## src/rtl/if_prefetch_pkg.sv

```systemverilog
// ----------------------------------------------------------------------------
// if_prefetch_pkg
// Shared constants and types for the instruction-fetch front end.
//   InstAddrBus / InstBus : widths of instruction address and data buses
//   ZeroWord              : all-zero word driven on idle outputs
//   RstEnable             : level of rst that means "in reset"
//   ChipEnable/Disable    : ROM chip-enable levels
//   ResetPC               : first fetch address after reset
//   fetch_entry_t         : one queued fetch result {pc, inst}
//   word_align()          : clears the byte-offset bits of an address
// ----------------------------------------------------------------------------
package if_prefetch_pkg;

    localparam int          InstAddrBus = 32;
    localparam int          InstBus     = 32;
    localparam logic [31:0] ZeroWord    = 32'h0000_0000;
    localparam logic        RstEnable   = 1'b1;
    localparam logic        ChipEnable  = 1'b1;
    localparam logic        ChipDisable = 1'b0;
    localparam logic [31:0] ResetPC     = 32'h0000_0000;

    typedef struct packed {
        logic [InstAddrBus-1:0] pc;
        logic [InstBus-1:0]     inst;
    } fetch_entry_t;

    // Masking (rather than slicing) keeps every address bit referenced.
    function automatic logic [InstAddrBus-1:0] word_align(input logic [InstAddrBus-1:0] addr);
        return addr & ~32'h0000_0003;
    endfunction

endpackage

```

## src/rtl/if_fifo.sv

```systemverilog
// ----------------------------------------------------------------------------
// if_fifo
// Synchronous first-word-fall-through FIFO of fetch_entry_t (64-bit) entries.
//   clk, rst : clock and synchronous active-high reset
//   push     : write din at the tail (ignored when full)
//   pop      : advance the head (ignored when empty)
//   flush    : discard all entries; has priority over push/pop
//   full     : DEPTH entries held
//   empty    : no entries held
//   din      : entry to write
//   dout     : current head entry (meaningful only when not empty)
// ----------------------------------------------------------------------------
module if_fifo
    import if_prefetch_pkg::*;
#(
    parameter int DEPTH = 4
) (
    input  logic         clk,
    input  logic         rst,
    input  logic         push,
    input  logic         pop,
    input  logic         flush,
    output logic         full,
    output logic         empty,
    input  fetch_entry_t din,
    output fetch_entry_t dout
);

    localparam int              AW         = $clog2(DEPTH);
    localparam logic [AW:0]     FULL_COUNT = (AW + 1)'(DEPTH);
    localparam logic [AW-1:0]   PTR_ONE    = AW'(1);

    fetch_entry_t  mem [DEPTH];
    logic [AW-1:0] wr_ptr;
    logic [AW-1:0] rd_ptr;
    logic [AW:0]   count;
    logic          do_push;
    logic          do_pop;

    assign full    = (count == FULL_COUNT);
    assign empty   = (count == '0);
    assign do_push = push & ~full;
    assign do_pop  = pop & ~empty;
    assign dout    = mem[rd_ptr];

    // Pointers wrap naturally because DEPTH is a power of two.
    always_ff @(posedge clk) begin
        if (rst == RstEnable || flush) begin
            wr_ptr <= '0;
            rd_ptr <= '0;
            count  <= '0;
        end else begin
            if (do_push) begin
                wr_ptr <= wr_ptr + PTR_ONE;
            end
            if (do_pop) begin
                rd_ptr <= rd_ptr + PTR_ONE;
            end
            count <= count + {{AW{1'b0}}, do_push} - {{AW{1'b0}}, do_pop};
        end
    end

    // Storage is not reset; stale contents are never visible past the pointers.
    always_ff @(posedge clk) begin
        if (do_push) begin
            mem[wr_ptr] <= din;
        end
    end

endmodule

```

## src/rtl/if_prefetch.sv

```systemverilog
// ----------------------------------------------------------------------------
// if_prefetch
// Instruction-fetch front end: generates the fetch PC, reads the
// combinational instruction ROM and buffers {pc, inst} pairs in a small FWFT
// queue that the ID stage drains under a stall handshake. A branch redirect
// flushes the queue and restarts fetching at the target.
//   clk, rst             : clock and synchronous active-high reset
//   rom_ce_o, rom_addr_o : ROM chip enable and word-aligned byte address
//   rom_data_i           : ROM read data for the current address
//   stall_i              : ID cannot accept the head this cycle
//   branch_flag_i        : redirect request
//   branch_target_addr_i : redirect address (low two bits ignored)
//   id_valid_o           : queue head valid
//   id_pc_o, id_inst_o   : head entry, zero when the queue is empty
// ----------------------------------------------------------------------------
module if_prefetch
    import if_prefetch_pkg::*;
#(
    parameter int                     DEPTH    = 4,
    parameter logic [InstAddrBus-1:0] RESET_PC = ResetPC
) (
    input  logic                   clk,
    input  logic                   rst,
    output logic                   rom_ce_o,
    output logic [InstAddrBus-1:0] rom_addr_o,
    input  logic [InstBus-1:0]     rom_data_i,
    input  logic                   stall_i,
    input  logic                   branch_flag_i,
    input  logic [InstAddrBus-1:0] branch_target_addr_i,
    output logic                   id_valid_o,
    output logic [InstAddrBus-1:0] id_pc_o,
    output logic [InstBus-1:0]     id_inst_o
);

    logic                   ce_en;
    logic [InstAddrBus-1:0] fetch_pc;
    logic                   fifo_push;
    logic                   fifo_pop;
    logic                   fifo_full;
    logic                   fifo_empty;
    fetch_entry_t           fifo_din;
    fetch_entry_t           fifo_dout;

    // No push-through: a full queue blocks fetch even if ID pops this cycle.
    assign rom_ce_o   = (ce_en == ChipEnable) & (rst != RstEnable) & ~branch_flag_i & ~fifo_full;
    assign rom_addr_o = word_align(fetch_pc);

    assign fifo_push = rom_ce_o;
    assign fifo_din  = '{pc: fetch_pc, inst: rom_data_i};
    // A redirect squashes the pop so nothing is consumed alongside the flush.
    assign fifo_pop  = id_valid_o & ~stall_i & ~branch_flag_i;

    assign id_valid_o = ~fifo_empty;
    assign id_pc_o    = id_valid_o ? fifo_dout.pc   : ZeroWord;
    assign id_inst_o  = id_valid_o ? fifo_dout.inst : ZeroWord;

    // ce_en holds fetch off for the first cycle after reset release.
    always_ff @(posedge clk) begin
        if (rst == RstEnable) begin
            ce_en    <= ChipDisable;
            fetch_pc <= RESET_PC;
        end else begin
            ce_en <= ChipEnable;
            if (branch_flag_i) begin
                fetch_pc <= word_align(branch_target_addr_i);
            end else if (rom_ce_o) begin
                fetch_pc <= fetch_pc + 32'd4;
            end
        end
    end

    if_fifo #(
        .DEPTH (DEPTH)
    ) u_fifo (
        .clk   (clk),
        .rst   (rst),
        .push  (fifo_push),
        .pop   (fifo_pop),
        .flush (branch_flag_i),
        .full  (fifo_full),
        .empty (fifo_empty),
        .din   (fifo_din),
        .dout  (fifo_dout)
    );

endmodule

```

## config.mk

```make
export PLATFORM = sky130hd
export DESIGN_NAME = if_prefetch
export DESIGN_NICKNAME = d
export VERILOG_FILES = /design/src/rtl/if_prefetch_pkg.sv /design/src/rtl/if_fifo.sv /design/src/rtl/if_prefetch.sv
export SDC_FILE = /design/constraint.sdc
export NUM_CORES = 1
export LEC_CHECK = 0
export ABC_AREA = 0
export BUFFER_PORTS_ARGS = -buffer_cell sky130_fd_sc_hd__buf_2
export CAP_MARGIN = 10
export CORE_MARGIN = 1.5
export CORE_UTILIZATION = 50
export DETAILED_ROUTE_END_ITERATION = 8
export HOLD_SLACK_MARGIN = 0.12
export PLACE_DENSITY = 0.71
export SYNTH_ARGS = -nofsm -noshare
export SYNTH_HDL_FRONTEND = slang
export SYNTH_SLANG_ARGS = --single-unit
```

## constraint.sdc

```tcl
create_clock -name clk -period 3.9 [get_ports clk]
set_input_delay 0.39 -clock clk [delete_from_list [all_inputs] [get_ports clk]]
set_output_delay 0.39 -clock clk [all_outputs]
set_load 0.03 [all_outputs]
```

==> flow_summary.toml <==
[min_path]
min_path_cells = 3
min_to = "fetch_pc[9]"
min_from = "branch_target_addr_i[9]"
hold_path.class = "in -> reg"

[synth]
ys_seq_area_share_pct = 71.6
yosysWarnings = 0
synth_edf_count = 248
netlist_instances = 667
synth_top_flop_cell = "edfxtp_1"
synth_area_leader_cell = "edfxtp_1"
synth_area_per_cell_sq_um = 17.3
netlist.area_leader.share_pct = 64.6
synth_cell_types = 43
yosys-top-cells-area = "edfxtp_1 (65%), mux4_2 (12%), dfxtp_1 (7.0%)"
async_flop_share_pct = 0
synth-seq-cells = 288
synth_area_sq_mm = 0.0115

[sta]
fmax_mhz = 332
slew_viol_final = 0
clock_skew_ns = 0.0194
rsz0062_at_grt = "false"
finalHoldViolCount = 0
min_period_ns = 3.02
fin_crit_sh_pct = 77.3
final.setup.tns_ns = 0
max-slew-margin-rel_pct = 31.7
setup_viol_count_final = 0
worst_pin_slew_ns = 1.02

[route]
routed-via-count = 6551
drt_iter0_markers = 538
ant_nets = 0
wl_microns = 24200
drt_first_pass_iters = 5
wl_per_cell_microns = 20.6
drt-vias-per-instance = 5.58
drc = 0

[floorplanning]
start_util_pct = 50.9
die_y_microns = 155
die_area_sq_mm = 0.0240
rows = 55
io_pins = 166
core_area_sq_mm = 0.0226
die_x_microns = 155

[clock_network]
cts_buffers = 30
htreeDepth = 1
hold_buffers = 35
ctsResizeCount = 0
cts.sinks = 288
clkSlewWorstSetupHoldPaths_ns = 0.06
cts_root_buf = "clkbuf_16"
cts_max_path_buffers = 3
cts_setup_buffers = 0
clkLatencyLatePin_ns = 0.53
cts_tree = "done"

[global_routing]
grt_max_degree = 64
grt_pass1_wl_microns = 38300
antenna_found_initial = 0
grt_overflow_total = 0
grt_pass1_vias = 6933
grt_usage_pct = 20.7

[finish]
layout_common_cells = "edfxtp_1 (248), buf_2 (159), mux4_2 (62), nor2b_1 (62), dfxtp_1 (38)"
drive_gt1_share_pct = 32.2
nets = 941
finalCoreUtilization_pct = 62.0
syn_to_final_growth_pct = 21.9
diodes = 0
final_cells = 1174
fill_cells = 1649
final_common_cell = "edfxtp_1"

[run]
cap_violations = 0

[setup_path]
ff2ff_path_depth = 5
arrival_ns = 2.63
cp.required_ns = 3.51
timing.rr.start = "fetch_pc[9]"
start_kind = "flip-flop"
cp-end-kind = "output pin"
cp_max_fo = 28
r2r_slack_ns = 1.31
rr_endpoint = "fetch_pc[31]"
critical_path_class = "reg -> out"

[placed_design]
io_buffers = 159
dp.cells = 1083
gp_congestion = 0.898
hpwl_microns = 14100

[power]
p_leak_nw = 4.87
p_per_area_mw_per_mm2 = 489
ir_worst_vdd_uv = 363

[run_status]
run_status = "finished clean"
through the flow:
step / instance area [sq um] / hold slack [ns] / worst slack, ns / power [mW]
after floorplan: 11500 / 0.469 / 0.973 / 3.72
after global routing: 14000 / 0.132 / 0.685 / 7.08
after detailed placement: 12600 / 0.508 / 1.19 / 3.86
final: 14000 / 0.145 / 0.884 / 6.86
after global placement: 12600 / 0.475 / 1.28 / 3.85
after CTS: 14000 / 0.121 / 0.776 / 6.91
worst max path at each step:
stage / startpoint / to / slack, ns / cells after the start
2_1_floorplan: rst / u_fifo.mem[0][0] / 0.97 / 3
4_1_cts: flip-flop / id_pc_o[30] / 0.78 / 4
6_report: flip-flop / id_pc_o[29] / 0.88 / 4
3_5_place_dp: rst / u_fifo.count[1] / 1.19 / 7
5_1_grt: flip-flop / id_pc_o[30] / 0.69 / 4
3_3_place_gp: rst / u_fifo.count[1] / 1.28 / 7
cells by family after synthesis:
group	after synthesis	share of synthesized area, %
AO/OA/AOI/OAI	43	2.47
XOR/XNOR	27	2.05
adder cells (fa/ha/maj)	8	0.934
buffers and inverters	49	1.74
flip-flops	288	71.6
multiplexers	62	12.1
other	1	0.0326
AND/OR/NAND/NOR	189	9.06
state kept, by name, summed over array words and instances (netlist names), named ones only:
signal	count
u_fifo.count	3
ce_en	1
u_fifo.wr_ptr	2
fetch_pc	30
u_fifo.rd_ptr	2
u_fifo.mem	248
per-layer routing:
layer | global-route usage, % | up-vias | wire length (microns)
met5 | 0 | - | 0
met4 | 5.17 | 0 | 377
met3 | 3.14 | 29 | 1530
met2 | 35.2 | 248 | 11900
met1 | 28.5 | 3282 | 10300
li1 | - | 2992 | -
Yosys cell counts (6+ instances only):
master,count
a211oi_1,14
a21oi_1,8
and3_1,7
buf_1,6
clkbuf_1,24
dfxtp_1,40
edfxtp_1,248
ha_1,7
inv_1,13
mux4_2,62
nand2_1,29
nand3_1,18
nor2_1,25
nor2b_1,62
nor3_1,10
nor4_1,7
o21ai_0,6
or3_1,8
xnor2_1,18
xor2_1,9
power by group:
group	internal [mW]	switching [mW]	leakage [nW]
clock network	1.90	1.13	0.528
registers	3.40	0.0657	2.59
logic	0.137	0.223	1.74
total	5.44	1.42	4.87
worst max-delay path, stage by stage, from the launching register on:
cell and delay, ns:
dfxtp_4 0.74, buf_4 0.41, mux4_2 0.57, nor2b_1 0.14
buf_2 0.21
final cells by class:
type                            count  area, sq um  area share (%)
Clock buffer                       38          832            5.93
Sequential cell                   288         8260            58.8
Tap cell                          285          357            2.54
Multi-Input combinational cell    333         3110            22.1
Timing Repair Buffer              198         1190            8.47
Inverter                           14         52.6           0.374
Clock inverter                     18          246            1.76
No activity file was read; power rests on OpenSTA's default activity.
